<file path="src/rtl/strobe_timer_bank.sv">
// Bank of independent tick-counting timers, each emitting a one-cycle strobe every P ticks.
// Define STROBE_TIMER_IRQ_EN to add sticky per-channel interrupt flags.
module strobe_timer_bank #(
  parameter int unsigned CHANNELS = 4,
  parameter int unsigned WIDTH    = 16,
  localparam int unsigned CHAN_W  = (CHANNELS > 1) ? $clog2(CHANNELS) : 1
) (
  input  logic                clk,
  input  logic                rst,
  input  logic [CHANNELS-1:0] tick,
  input  logic                cfg_valid,
  output logic                cfg_ready,
  input  logic [CHAN_W-1:0]   cfg_chan,
  input  logic [WIDTH-1:0]    cfg_period,
  input  logic                cfg_mode,
  output logic [CHANNELS-1:0] strobe,
  output logic [CHANNELS-1:0] active
`ifdef STROBE_TIMER_IRQ_EN
  ,
  output logic [CHANNELS-1:0] irq_pending,
  input  logic [CHANNELS-1:0] irq_clear,
  output logic                irq
`endif
);

  logic [WIDTH-1:0]    count_q  [CHANNELS];
  logic [WIDTH-1:0]    period_q [CHANNELS];
  logic [CHANNELS-1:0] mode_q;
  logic                accept;
  logic [CHANNELS-1:0] wr_hit;
  logic [CHANNELS-1:0] term;

  assign accept = cfg_valid && cfg_ready;

  // Out-of-range channel numbers match no channel, so such writes are accepted and dropped.
  always_comb begin
    wr_hit = '0;
    term   = '0;
    for (int n = 0; n < CHANNELS; n++) begin
      wr_hit[n] = accept && (cfg_chan == CHAN_W'(n));
      term[n]   = active[n] && tick[n] && !wr_hit[n] &&
                  (count_q[n] == period_q[n] - WIDTH'(1));
    end
  end

  // A write to a channel overrides any tick on the same edge.
  always_ff @(posedge clk) begin
    if (rst) begin
      cfg_ready <= 1'b0;
      strobe    <= '0;
      active    <= '0;
      mode_q    <= '0;
      for (int n = 0; n < CHANNELS; n++) begin
        count_q[n]  <= '0;
        period_q[n] <= '0;
      end
    end else begin
      cfg_ready <= !accept;
      strobe    <= term;
      for (int n = 0; n < CHANNELS; n++) begin
        if (wr_hit[n]) begin
          period_q[n] <= cfg_period;
          mode_q[n]   <= cfg_mode;
          count_q[n]  <= '0;
          active[n]   <= (cfg_period != '0);
        end else if (term[n]) begin
          count_q[n] <= '0;
          if (mode_q[n]) active[n] <= 1'b0;
        end else if (active[n] && tick[n]) begin
          count_q[n] <= count_q[n] + WIDTH'(1);
        end
      end
    end
  end

`ifdef STROBE_TIMER_IRQ_EN
  // Sticky flags: a new strobe beats a simultaneous clear.
  always_ff @(posedge clk) begin
    if (rst) irq_pending <= '0;
    else     irq_pending <= (irq_pending & ~irq_clear) | term;
  end

  assign irq = |irq_pending;
`endif

endmodule
</file>
<file path="config.mk">
export PLATFORM = sky130hd
export DESIGN_NAME = strobe_timer_bank
export DESIGN_NICKNAME = d
export VERILOG_FILES = /design/src/rtl/strobe_timer_bank.sv
export SDC_FILE = /design/constraint.sdc
export NUM_CORES = 1
export LEC_CHECK = 0
export BUFFER_PORTS_ARGS = -buffer_cell sky130_fd_sc_hd__buf_2
export CAP_MARGIN = 15
export CORE_MARGIN = 1
export CORE_UTILIZATION = 45
export DETAILED_ROUTE_END_ITERATION = 12
export PLACE_DENSITY = 0.7
export SYNTH_ARGS = -nofsm -noshare
export SYNTH_HDL_FRONTEND = slang
export SYNTH_SLANG_ARGS = --single-unit
</file>
<file path="constraint.sdc">
create_clock -name clk -period 6.35 [get_ports clk]
set_clock_uncertainty 0.2 [all_clocks]
set_input_delay 1.27 -clock clk [delete_from_list [all_inputs] [get_ports clk]]
set_output_delay 1.27 -clock clk [all_outputs]
set_load 0.01 [all_outputs]
</file>
After elaboration in Yosys (flattened, before gate mapping)

Memory sizes are Yosys's and may differ from the RTL's.
Index checks and enable logic that the tools add are counted.

$add $sub $neg: 8
$mul: 0
Divide/modulo/power cells: 0
$lt $le $gt $ge: 0
Eq/ne operators: 7
Shifts and indexed selects: 0
Multiplexer cells: 78
Bitwise gates (word level): 16
Reductions and logical operators: 36

Operators by type and width:

| operator                | number |
|---|---|
| $mux W16                | 16 |
| $add A16 B1 Y16 const B | 4 |
| $eq A16 B16 Y1          | 4 |
| $sub A16 B1 Y16 const B | 4 |
| $mux W1                 | 62 |
| $logic_and A1 B1 Y1     | 17 |
| $or A1 B1 Y1            | 16 |
| $reduce_bool A16 Y1     | 1 |
| $reduce_bool A2 Y1      | 8 |
| $reduce_and A2 Y1       | 4 |
| $logic_not A1 Y1        | 5 |
| $eq A2 B2 Y1 const B    | 2 |
| $eq A2 B1 Y1 const B    | 1 |
| $logic_not A2 Y1        | 1 |

Register bits: 13
Latch bits: 0
RAM bits: 128
ROM bits: 0
Input bits: 26
Output and inout bits: 9
Word-level logic and storage cells: 157
Memories: 2

Memory list:

| memory   | words | width | rd ports | clocked after Yosys merged registers in | write ports | RTL line | text |
|---|---|---|---|---|---|---|---|
| count_q  | 4     | 16    | 4        | 0                                       | 4           | 26       | `logic [WIDTH-1:0] count_q [CHANNELS];` |
| period_q | 4     | 16    | 4        | 0                                       | 4           | 27       | `logic [WIDTH-1:0] period_q [CHANNELS];` |

Logic depth before layout (Yosys ltp)

Gate-level depths: netlist (run 1).

Word-level depth: 11
Depth in mapped cells: 9
Depth with buffers taken out: 8

Worst setup path after synthesis (run 1)

OpenSTA, ideal clock, no wires.

Path kind: input port to flip-flop
Start: input port cfg_valid
End: memory count_q[2][10] (data pin)
Library setup time: 0.267 ns
Data arrival time: 2.672 ns
Path slack: 3.212 ns
Stages on the path: 8
Path buffers: 1
Path through: nand2_1 -> nor3b_1 -> nor2_1 -> inv_1 -> nor2_1 -> clkbuf_1 -> nand2_1 -> a21oi_1

RTL lines:

| element            | RTL line | text |
|---|---|---|
| start: declaration | 11       | `input logic cfg_valid,` |
| end: declaration   | 26       |  |

==> metrics.txt, run 1 <==
run status=finished clean; number of flops mapped to enable cells by yosys=128; number of synthesis warnings=0; proportion of power drawn by flip-flops and latches=0.450; net count of the mapped netlist=935; clock transition at the registers of the reported paths=0.06 ns; total CTS buffers=17; CP Data Arrival Time=3.48 ns; vias in the first global route=6187; crit path time final=3.58 ns; worst slack after detailed placement=2.51 ns; floorplan die area=0.0204 mm2; total net switching power=0.659 mW; total negative slack=0 ns; number of DRC violations after detailed-routing iteration 0=541; fin crit share=0.563; part of the total power dissipated in the clock network=0.427; fraction of synthesis flops using an asynchronous set or reset pin=0; worst-path fanout max=17; Most used DFF post-synth=sky130_fd_sc_hd__edfxtp_1; Highest Clock Rate=280 MHz; distinct cell type count of the synthesized netlist=66; critical path class=reg -> reg; combinational fraction of design power=0.124; sinks on the clock net=141; DR vias=6793; placeable core region=0.0195 mm2; Antenna Nets Post-Route=0; post-layout worst setup margin=2.77 ns; R2R depth=8; cell leakage power=3.56 nW; buffers inserted by post-CTS timing repair=0; routed wirelength normalized by instance count=16.2 um; Std-Cell Rows=51; number of synthesized register bits=141; cts hold-fix bufs=0; Net Sw Frac=0.251; pin count of the biggest net entering global routing=19; CTS root buffer=sky130_fd_sc_hd__clkbuf_16; final hold violations=0; Clk Latency, worst-skew pair=0.43 ns; effective utilization at floorplan=0.458; internal power=1.97 mW; Worst Hold Depth=2; antenna violations before repair=0; Worst slew margin=0.241; Tightest Hold Check Type=reg -> reg; final setup vio count=0; count of nets after finishing=956; chip height=143 um; Setup crit end kind=register; Area Growth Syn to Fin=11.8%; antenna diode instance count=0; die extent in x=143 um; count of pins over their slew limit=0; routability congestion estimate=0.851; final-layout fill cell count=1749; CTS resizes=0; via density per instance=5.66; IO Pins=35; sequential standard cell area=0.00410 mm2; Synth Cell Area=0.00891 mm2; data required time of the critical path=6.25 ns; number of optimization iterations in the first detailed-route pass=5; slew at the pin closest to its max-slew limit=1.13 ns; fraction of final layout cells sized beyond drive strength 1=0.0941; count of mapped cells out of synthesis=901; I/O Buffers=34; area of combinational cells with multiple inputs=0.00459 mm2; syn avg cell area=9.89 um2; GRT Util Overall=0.199; CTS max path bufs=2; # Max-Cap Violations=0; Post-Route WL=19400 um; unrepaired setup endpoints after global routing=false; power per cell area=264 mW/mm2; wire length of the first global-routing pass=31500 um; Clock H-tree levels=4; clock tree from TritonCTS=built; share of the yosys chip area belonging to registers=0.461; largest voltage drop on the vdd net=0.000236 V; kind of start point of the critical path=register; DRC violations left=0; grt total ovfl=0; HPWL Detailed=13700 um
## cells in the mapped netlist, drive strengths merged, types with 3 or more instances
library cell	instances	share of area
clkbuf	34	0.014
nand3b	3	0.0025
nor3b	8	0.0067
nor2b	15	0.011
nor2	72	0.030
nor4b	6	0.0073
nand2	80	0.034
a211o	5	0.0049
and3b	6	0.0059
a2111oi	4	0.0060
and2	67	0.047
nor4	24	0.020
or2	4	0.0028
ha	8	0.011
buf	3	0.0027
o21ai	12	0.0067
xnor2	67	0.066
a311oi	4	0.0039
o22ai	3	0.0021
o31ai	4	0.0034
inv	18	0.0076
nor3	43	0.024
or3	9	0.0069
or4	7	0.0059
xor2	61	0.060
a21oi	43	0.024
a211oi	5	0.0048
edfxtp	128	0.43
o211ai	5	0.0042
and4b	4	0.0045
and3	14	0.0098
nand2b	8	0.0056
a31oi	9	0.0063
nand4	25	0.018
o41ai	3	0.0038
dfxtp	13	0.029
a21boi	5	0.0042
nand4b	7	0.0069
mux2i	5	0.0056
nand3	34	0.019
## cells in the final DEF (no fill, tap or decap), types with 4 or more instances in the layout
cell type	instances
sky130_fd_sc_hd__nand4b_1	7
sky130_fd_sc_hd__and3_1	14
sky130_fd_sc_hd__nor2_1	72
sky130_fd_sc_hd__buf_2	34
sky130_fd_sc_hd__bufinv_16	6
sky130_fd_sc_hd__xnor2_1	67
sky130_fd_sc_hd__nand3_1	34
sky130_fd_sc_hd__mux2i_1	5
sky130_fd_sc_hd__ha_1	8
sky130_fd_sc_hd__and3b_1	6
sky130_fd_sc_hd__a21oi_1	43
sky130_fd_sc_hd__o211ai_1	5
sky130_fd_sc_hd__nor4b_1	4
sky130_fd_sc_hd__nor3b_1	8
sky130_fd_sc_hd__and2_1	67
sky130_fd_sc_hd__dfxtp_1	13
sky130_fd_sc_hd__or3_1	8
sky130_fd_sc_hd__o21ai_0	12
sky130_fd_sc_hd__xor2_1	61
sky130_fd_sc_hd__inv_1	18
sky130_fd_sc_hd__o31ai_1	4
sky130_fd_sc_hd__and4b_1	4
sky130_fd_sc_hd__a21boi_0	5
sky130_fd_sc_hd__nand4_1	25
sky130_fd_sc_hd__or2_2	4
sky130_fd_sc_hd__nor3_1	43
sky130_fd_sc_hd__nand2b_1	8
sky130_fd_sc_hd__a211oi_1	4
sky130_fd_sc_hd__a211o_1	5
sky130_fd_sc_hd__nand2_1	80
sky130_fd_sc_hd__a31oi_1	9
sky130_fd_sc_hd__edfxtp_1	128
sky130_fd_sc_hd__clkbuf_16	17
sky130_fd_sc_hd__nor2b_1	15
sky130_fd_sc_hd__nor4_1	21
sky130_fd_sc_hd__or4_1	7
sky130_fd_sc_hd__a311oi_1	4
sky130_fd_sc_hd__buf_4	4
## per-layer routing
layer | wire length (um) | global-route usage
met5 | 0 | 0
met4 | 255 | 0.0696
met3 | 809 | 0.0359
met2 | 9160 | 0.315
met1 | 9220 | 0.275
## registers in the layout (all words and copies together) (netlist names)
name       count
active         4
cfg_ready      1
period_q      64
mode_q         4
strobe         4
count_q       64
## critical path, stage by stage, from the launching register on
cell	delay [ns]
sky130_fd_sc_hd__edfxtp_1	0.46
sky130_fd_sc_hd__inv_1	0.09
sky130_fd_sc_hd__ha_1	0.26
sky130_fd_sc_hd__nor4b_2	0.48
sky130_fd_sc_hd__a31oi_1	0.15
sky130_fd_sc_hd__a221oi_1	0.33
sky130_fd_sc_hd__nor3_1	0.14
sky130_fd_sc_hd__nor2_1	0.88
sky130_fd_sc_hd__a2111oi_0	0.25
## path summary, 6_finish.rpt
check	start	endpoint	slack, ns
worst max-delay path	period_q[3][0]	count_q[3][0]	2.77
worst min-delay path	mode_q[2]	mode_q[2]	0.27
worst max register to register	period_q[3][0]	count_q[3][0]	2.77
worst min register to register	mode_q[2]	mode_q[2]	0.27
## kinds of logic after synthesis
logic type	share of synthesized area
simple gates	0.274
compound gates	0.0910
mux	0.00814
buf+inv	0.0246
flops	0.461
xor+xnor	0.131
fa+ha+maj	0.0112
## stage by stage
stage / utilization / cells / area (um2) / power, mW / hold slack, ns
2_1_floorplan: - / 901 / 8910 / 1.42 / 0.237
3_3_place_gp: 0.477 / 1167 / 9290 / 1.52 / 0.254
3_5_place_dp: 0.477 / 1167 / 9290 / 1.52 / 0.259
4_1_cts: 0.511 / 1199 / 9950 / 2.64 / 0.268
5_1_grt: 0.512 / 1200 / 9960 / 2.73 / 0.279
6_report: 0.512 / 1200 / 9960 / 2.63 / 0.269
## power groups by stage
| stage | registers (mW) | logic [mW] | clock network, mW |
|---|---|---|---|
| 2_1_floorplan | 1.16 | 0.262 | 0 |
| 3_3_place_gp | 1.20 | 0.317 | 0 |
| 3_5_place_dp | 1.20 | 0.321 | 0 |
| 4_1_cts | 1.18 | 0.326 | 1.13 |
| 5_1_grt | 1.19 | 0.360 | 1.17 |
| 6_report | 1.18 | 0.325 | 1.12 |
## final cells by class
cell class / instances / area share
timing repair buffer: 39 / 0.0212
sequential: 141 / 0.412
clock buffer: 19 / 0.0445
multi-input combinational: 705 / 0.460
tap: 265 / 0.0333
clock inverter: 13 / 0.0220
inverter: 18 / 0.00678
Note: power is estimated with default switching activity, not from simulation.
==> run 2, diff against run 1 <==
--- a/config.mk
+++ b/config.mk
@@ -5,12 +5,13 @@
 export SDC_FILE = /design/constraint.sdc
 export NUM_CORES = 1
 export LEC_CHECK = 0
+export ABC_AREA = 1
 export BUFFER_PORTS_ARGS = -buffer_cell sky130_fd_sc_hd__buf_2
 export CAP_MARGIN = 15
 export CORE_MARGIN = 1
 export CORE_UTILIZATION = 45
 export DETAILED_ROUTE_END_ITERATION = 12
-export PLACE_DENSITY = 0.7
+export PLACE_DENSITY = 0.72
 export SYNTH_ARGS = -nofsm -noshare
 export SYNTH_HDL_FRONTEND = slang
 export SYNTH_SLANG_ARGS = --single-unit
==> constraint.sdc (replaced) <==
create_clock -name clk -period 3.28 [get_ports clk]
set_clock_uncertainty 0.2 [all_clocks]
set_input_delay 0.656 -clock clk [delete_from_list [all_inputs] [get_ports clk]]
set_output_delay 0.656 -clock clk [all_outputs]
set_load 0.01 [all_outputs]
==> run 2 against run 1 <==
Largest cell class is now flip-flops and latches. Global-route usage is 0.68 points higher. Synthesized cell count grew 25%. Sequential power is 81% higher. Non-clock buffer count down 1. Cell area shrank 0.95%. Fmax up 39%. Sequential share of layout area grew 0.40 points. Power up 69%. Flip-flop and latch count is the same. First-iteration DRC count rose by 2.0%. Critical path depth rose by 5. Critical endpoint is now count_q[1][13].
==> metrics.txt, run 2 <==
number of flops mapped to enable cells by yosys=128 (unchanged); critical path class=reg -> reg (unchanged); DRC violations left=0 (unchanged); worst-path fanout max=16 (was 17); Clock H-tree levels=4 (unchanged); chip height=142 um (was 143 um); Antenna Nets Post-Route=0 (unchanged); fraction of final layout cells sized beyond drive strength 1=0.0902 (was 0.0941); run status=finished clean (unchanged); die extent in x=142 um (was 143 um); sinks on the clock net=141 (unchanged); placeable core region=0.0190 mm2 (was 0.0195 mm2); Core Util, Final=0.519 (was 0.512); crit path time final=2.57 ns (was 3.58 ns); top flop regs=count_q x64, period_q x64 (unchanged); Synth Cell Area=0.00886 mm2 (was 0.00891 mm2); Area Growth Syn to Fin=11.4% (was 11.8%); data required time of the critical path=3.25 ns (was 6.25 ns); via density per instance=4.90 (was 5.66); Worst slew margin=0.527 (was 0.241); final hold violations=0 (unchanged); Post-Route WL=19700 um (was 19400 um); routability congestion estimate=0.916 (was 0.851); wire length of the first global-routing pass=32100 um (was 31500 um); total design power=4.44 mW (was 2.63 mW); CP Data Arrival Time=2.54 ns (was 3.48 ns); Highest Clock Rate=389 MHz (was 280 MHz); Std-Cell Rows=50 (was 51); count of pins over their slew limit=0 (unchanged); net count of the mapped netlist=1159 (was 935); vias in the first global route=6562 (was 6187); cell type with the largest total area after synthesis=sky130_fd_sc_hd__edfxtp_1 (unchanged); fraction of synthesis flops using an asynchronous set or reset pin=0 (unchanged); DR vias=7081 (was 6793); Tightest Hold Check Type=in -> reg (was reg -> reg); slew at the pin closest to its max-slew limit=0.708 ns (was 1.13 ns); design area=0.00987 mm2 (was 0.00996 mm2); syn avg cell area=7.88 um2 (was 9.89 um2); number of optimization iterations in the first detailed-route pass=5 (unchanged); kind of start point of the critical path=register (unchanged); cts hold-fix bufs=0 (unchanged); CTS max path bufs=2 (unchanged); Most used DFF post-synth=sky130_fd_sc_hd__edfxtp_1 (unchanged); cell leakage power=4.33 nW (was 3.56 nW); IO Pins=35 (unchanged); clock transition at the registers of the reported paths=0.07 ns (was 0.06 ns); CTS resizes=0 (unchanged); I/O Buffers=34 (unchanged); final setup vio count=0 (unchanged); clock tree from TritonCTS=built (unchanged); number of synthesis warnings=0 (unchanged); GRT Util Overall=0.206 (was 0.199); effective utilization at floorplan=0.466 (was 0.458); number of synthesized register bits=141 (unchanged); floorplan die area=0.0203 mm2 (was 0.0204 mm2); total negative slack=0 ns (unchanged); antenna violations before repair=0 (unchanged); top cells by area, synth=sky130_fd_sc_hd__edfxtp_1 (43%), sky130_fd_sc_hd__nand2_1 (11%), sky130_fd_sc_hd__nor2_1 (11%), sky130_fd_sc_hd__xor2_1 (6.9%), sky130_fd_sc_hd__inv_1 (6.7%) (was sky130_fd_sc_hd__edfxtp_1 (43%), sky130_fd_sc_hd__xnor2_1 (6.6%), sky130_fd_sc_hd__xor2_1 (6.0%), sky130_fd_sc_hd__and2_1 (4.7%), sky130_fd_sc_hd__nand2_1 (3.4%)); distinct cell type count of the synthesized netlist=33 (was 66); grt total ovfl=0 (unchanged); fraction of post-synthesis cell area in the top cell type by area=0.434 (was 0.431); HPWL Detailed=14900 um (was 13700 um); Setup crit end kind=register (unchanged); final-layout fill cell count=1843 (was 1749); pin count of the biggest net entering global routing=20 (was 19); count of mapped cells out of synthesis=1125 (was 901); CTS root buffer=sky130_fd_sc_hd__clkbuf_16 (unchanged); routed wirelength normalized by instance count=13.6 um (was 16.2 um); power per cell area=450 mW/mm2 (was 264 mW/mm2); antenna diode instance count=0 (unchanged); most frequent cells in the layout=sky130_fd_sc_hd__nand2_1 (252), sky130_fd_sc_hd__nor2_1 (252), sky130_fd_sc_hd__inv_1 (159), sky130_fd_sc_hd__edfxtp_1 (128), sky130_fd_sc_hd__nand3_1 (75) (was sky130_fd_sc_hd__edfxtp_1 (128), sky130_fd_sc_hd__nand2_1 (80), sky130_fd_sc_hd__nor2_1 (72), sky130_fd_sc_hd__and2_1 (67), sky130_fd_sc_hd__xnor2_1 (67)); placement-stage cell area=0.00932 mm2 (was 0.00929 mm2); number of DRC violations after detailed-routing iteration 0=552 (was 541); synth cell count leaders=sky130_fd_sc_hd__nand2_1 (252), sky130_fd_sc_hd__nor2_1 (252), sky130_fd_sc_hd__inv_1 (159), sky130_fd_sc_hd__edfxtp_1 (128), sky130_fd_sc_hd__nand3_1 (75) (was sky130_fd_sc_hd__edfxtp_1 (128), sky130_fd_sc_hd__nand2_1 (80), sky130_fd_sc_hd__nor2_1 (72), sky130_fd_sc_hd__and2_1 (67), sky130_fd_sc_hd__xnor2_1 (67)); count of nets after finishing=1207 (was 956); # Max-Cap Violations=0 (unchanged); unrepaired setup endpoints after global routing=false (unchanged); total CTS buffers=17 (unchanged); largest voltage drop on the vdd net=0.000408 V (was 0.000236 V); buffers inserted by post-CTS timing repair=0 (unchanged); fin crit share=0.783 (was 0.563); Clk Latency, worst-skew pair=0.43 ns (about the same); share of the yosys chip area belonging to registers=0.463 (was 0.461)
[run 2: changes by cell type after synthesis, moves of 13 or more]
cell,delta
sky130_fd_sc_hd__a21oi_1,-33
sky130_fd_sc_hd__and2_1,-67
sky130_fd_sc_hd__and3_1,-13
sky130_fd_sc_hd__clkbuf_1,-29
sky130_fd_sc_hd__inv_1,+141
sky130_fd_sc_hd__nand2_1,+172
sky130_fd_sc_hd__nand3_1,+41
sky130_fd_sc_hd__nor2_1,+180
sky130_fd_sc_hd__nor2b_1,-15
sky130_fd_sc_hd__nor3_1,-27
sky130_fd_sc_hd__nor4_1,-16
sky130_fd_sc_hd__xnor2_1,-36
[run 2: path summary, 6_finish.rpt]
| kind | cells after the start | slack [ns] | startpoint | endpoint |
|---|---|---|---|---|
| worst min register to register | 1 | 0.26 | cfg_ready | cfg_ready |
| worst min-delay path | 2 | 0.21 | cfg_valid | cfg_ready |
| worst max register to register | 13 | 0.71 | period_q[1][0] | count_q[1][13] |
| worst max-delay path | 13 | 0.71 | period_q[1][0] | count_q[1][13] |
[run 2: final cells by class]
class / instances / area (um2) / area share
Multi-Input combinational cell: 811 / 4070 / 0.413
Sequential cell: 141 / 4100 / 0.416
Clock buffer: 17 / 425 / 0.0431
Inverter: 164 / 616 / 0.0624
Timing Repair Buffer: 38 / 200 / 0.0203
Tap cell: 260 / 325 / 0.0330
Clock inverter: 15 / 125 / 0.0127
[run 2: worst max-delay path: stages (launching register included)]
cell and delay (ns):
sky130_fd_sc_hd__edfxtp_1 0.42, sky130_fd_sc_hd__inv_1 0.10, sky130_fd_sc_hd__ha_1 0.29, sky130_fd_sc_hd__nand2_1 0.14
sky130_fd_sc_hd__nor2_1 0.17, sky130_fd_sc_hd__nand2_1 0.07, sky130_fd_sc_hd__nand2_1 0.09, sky130_fd_sc_hd__nand2_1 0.05
sky130_fd_sc_hd__nand2_1 0.07, sky130_fd_sc_hd__nand3_1 0.10, sky130_fd_sc_hd__nor2_1 0.13, sky130_fd_sc_hd__nand3_1 0.10
sky130_fd_sc_hd__nand2_2 0.26, sky130_fd_sc_hd__nor2_1 0.09
[run 2: report_power, final]
part           switching, mW  total (mW)  internal [mW]
clock network          0.843        1.84          0.994
registers             0.0926        2.14           2.04
logic                  0.304       0.470          0.166
total                   1.24        4.44           3.20
[run 2: stage by stage]
step	instances	setup slack, ns	hold WS [ns]
after floorplan	1125	0.953	0.228
after global placement	1414	0.813	0.242
after detailed placement	1414	0.751	0.249
after CTS	1446	0.737	0.198
after global routing	1446	0.414	0.226
final	1446	0.711	0.210
[run 2: logic make-up after synthesis]
logic type | synth area share
xor+xnor | 0.0998
compound gates | 0.0177
fa+ha+maj | 0.0113
flops | 0.463
simple gates | 0.331
buf+inv | 0.0771
[run 2: layer usage]
layer | part of all wire | wire length [um] | GRT usage | vias to the layer above
li1 | - | - | - | 3664
met1 | 0.46 | 9170 | 0.277 | 3221
met2 | 0.47 | 9230 | 0.334 | 169
met3 | 0.048 | 954 | 0.0323 | 27
met4 | 0.019 | 376 | 0.0792 | 0
met5 | 0 | 0 | 0 | -
==> run 3, diff against run 2 <==
==> constraint.sdc (replaced) <==
create_clock -name clk -period 2.31 [get_ports clk]
set_clock_uncertainty 0.2 [all_clocks]
set_input_delay 0.462 -clock clk [delete_from_list [all_inputs] [get_ports clk]]
set_output_delay 0.462 -clock clk [all_outputs]
set_load 0.01 [all_outputs]
==> run 3 against run 2 <==
The run now ends with negative setup slack left. Count of clock-buffer cells in the layout stayed put. Setup slack got worse by 0.78 ns. Power rose by 50%. Register-to-register slack got worse by 0.78 ns. Sequential share of layout area decreased by 5.0 points. Cell count up 5.7%. First-iteration DRC count fell by 5.8%. Global-route usage up 0.47 points.
==> metrics.txt, run 3 (synthesis results as in run 2) <==
run status=finished, violations left (was finished clean); failing checks=negative setup slack; kind of start point of the critical path=register (unchanged); final hold violations=0 (unchanged); Worst slew margin=0.496 (was 0.527); Area Growth Syn to Fin=26.5% (was 11.4%); I/O Buffers=34 (unchanged); Highest Clock Rate=419 MHz (was 389 MHz); HPWL Detailed=14900 um (about the same); sinks on the clock net=141 (unchanged); pin count of the biggest net entering global routing=19 (was 20); data required time of the critical path=2.30 ns (was 3.25 ns); floorplan die area=0.0203 mm2 (unchanged); IO Pins=35 (unchanged); power per cell area=594 mW/mm2 (was 450 mW/mm2); GRT Util Overall=0.211 (was 0.206); routed wirelength normalized by instance count=14.0 um (was 13.6 um); critical path class=reg -> reg (unchanged); cell leakage power=4.83 nW (was 4.33 nW); final setup vio count=17 (was 0); Post-Route WL=21500 um (was 19700 um); Placed Instances=1454 (was 1414); fin crit share=1.03 (was 0.783); vias in the first global route=6917 (was 6562); fraction of final layout cells sized beyond drive strength 1=0.247 (was 0.0902); post-route insts no fill=1528 (was 1446); slew at the pin closest to its max-slew limit=0.754 ns (was 0.708 ns); cts hold-fix bufs=0 (unchanged); placeable core region=0.0190 mm2 (unchanged); count of nets after finishing=1289 (was 1207); Tightest Hold Check Type=in -> reg (unchanged); routability congestion estimate=0.902 (was 0.916); unrepaired setup endpoints after global routing=true (was false); Clock H-tree levels=4 (unchanged); number of optimization iterations in the first detailed-route pass=5 (unchanged); placement-stage cell area=0.00964 mm2 (was 0.00932 mm2); CTS max path bufs=2 (unchanged); worst hold-check slack=0.0116 ns (was 0.210 ns); die extent in x=142 um (unchanged); CTS root buffer=sky130_fd_sc_hd__clkbuf_16 (unchanged); top flop regs=count_q x64, period_q x64 (unchanged); most frequent cells in the layout=sky130_fd_sc_hd__nand2_1 (240), sky130_fd_sc_hd__nor2_1 (177), sky130_fd_sc_hd__inv_1 (146), sky130_fd_sc_hd__edfxtp_1 (128), sky130_fd_sc_hd__buf_4 (77) (was sky130_fd_sc_hd__nand2_1 (252), sky130_fd_sc_hd__nor2_1 (252), sky130_fd_sc_hd__inv_1 (159), sky130_fd_sc_hd__edfxtp_1 (128), sky130_fd_sc_hd__nand3_1 (75)); post-layout worst setup margin=-0.0742 ns (was 0.711 ns); design area=0.0112 mm2 (was 0.00987 mm2); antenna diode instance count=0 (unchanged); DRC violations left=0 (unchanged); CP Data Arrival Time=2.37 ns (was 2.54 ns); total CTS buffers=17 (unchanged); largest voltage drop on the vdd net=0.000631 V (was 0.000408 V); # Max-Cap Violations=0 (unchanged); clock tree from TritonCTS=built (unchanged); number of DRC violations after detailed-routing iteration 0=520 (was 552); Std-Cell Rows=50 (unchanged); leading cell type in the layout, fill and taps excluded=sky130_fd_sc_hd__nand2_1; grt total ovfl=0 (unchanged); count of pins over their slew limit=0 (unchanged); chip height=142 um (unchanged); DR vias=7579 (was 7081); crit path time final=2.38 ns (was 2.57 ns); wire length of the first global-routing pass=33100 um (was 32100 um); via density per instance=4.96 (was 4.90); worst-path fanout max=8 (was 16); final-layout fill cell count=1616 (was 1843); antenna violations before repair=0 (unchanged); clock transition at the registers of the reported paths=0.07 ns (about the same); effective utilization at floorplan=0.466 (unchanged); Clk Latency, worst-skew pair=0.44 ns (was 0.43 ns); Setup crit end kind=register (unchanged); Antenna Nets Post-Route=0 (unchanged)
## run 3: final timing paths
| check | end | startpoint | cells past startpoint | slack [ns] |
|---|---|---|---|---|
| worst max-delay path | count_q[3][2] | period_q[3][0] | 13 | -0.07 |
| worst min-delay path | cfg_ready | cfg_valid | 2 | 0.01 |
| worst max register to register | count_q[3][2] | period_q[3][0] | 13 | -0.07 |
| worst min register to register | cfg_ready | cfg_ready | 1 | 0.25 |
## run 3: routing by layer
layer | global-route usage | wire (um)
met1 | 0.270 | 9560
met2 | 0.358 | 10300
met3 | 0.0323 | 1080
met4 | 0.0809 | 499
met5 | 0 | 0
## run 3: area by class of cell
class | count | area (um2) | share of cell area
Clock buffer | 17 | 425 | 0.0379
Multi-Input combinational cell | 814 | 4720 | 0.421
Clock inverter | 15 | 173 | 0.0154
Tap cell | 260 | 325 | 0.0290
Sequential cell | 141 | 4100 | 0.366
Timing Repair Buffer | 117 | 847 | 0.0755
Inverter | 164 | 616 | 0.0549
## run 3: worst max-delay path, cell delays in order (launching register included)
cell and delay, ns:
sky130_fd_sc_hd__edfxtp_1 0.41, sky130_fd_sc_hd__inv_2 0.11, sky130_fd_sc_hd__buf_6 0.11, sky130_fd_sc_hd__nand3_4 0.09, sky130_fd_sc_hd__nor2_4 0.21, sky130_fd_sc_hd__nand2_4 0.10
sky130_fd_sc_hd__nand2_2 0.08, sky130_fd_sc_hd__nand3_2 0.05, sky130_fd_sc_hd__nor2_1 0.11, sky130_fd_sc_hd__nand3b_1 0.10, sky130_fd_sc_hd__nor2_2 0.20, sky130_fd_sc_hd__nand2_4 0.14
sky130_fd_sc_hd__nand2_8 0.17, sky130_fd_sc_hd__nor2_4 0.05
## run 3: power breakdown
group          switching [mW]  total [mW]  internal (mW)  leakage (nW)
Sequential              0.127        3.03           2.90          1.44
Combinational           0.523       0.863          0.341          3.09
Clock                    1.23        2.77           1.54         0.292
## run 3: timing repair
action,in CTS,in global routing
setup buffers,2,36
gates cloned,1,3
pin swaps,6,54
gates resized for setup,25,153
setup endpoints to repair,64,69
## run 3: stage by stage
step,setup slack [ns],utilization,TNS [ns],power (mW)
floorplan,0.0520,-,0,3.54
global placement,-0.0774,0.507,-1.86,3.77
detailed placement,-0.139,0.507,-4.07,3.79
CTS,0.00616,0.545,0,6.56
global route,-0.176,0.590,-6.94,6.88
finish,-0.0742,0.590,-0.615,6.66
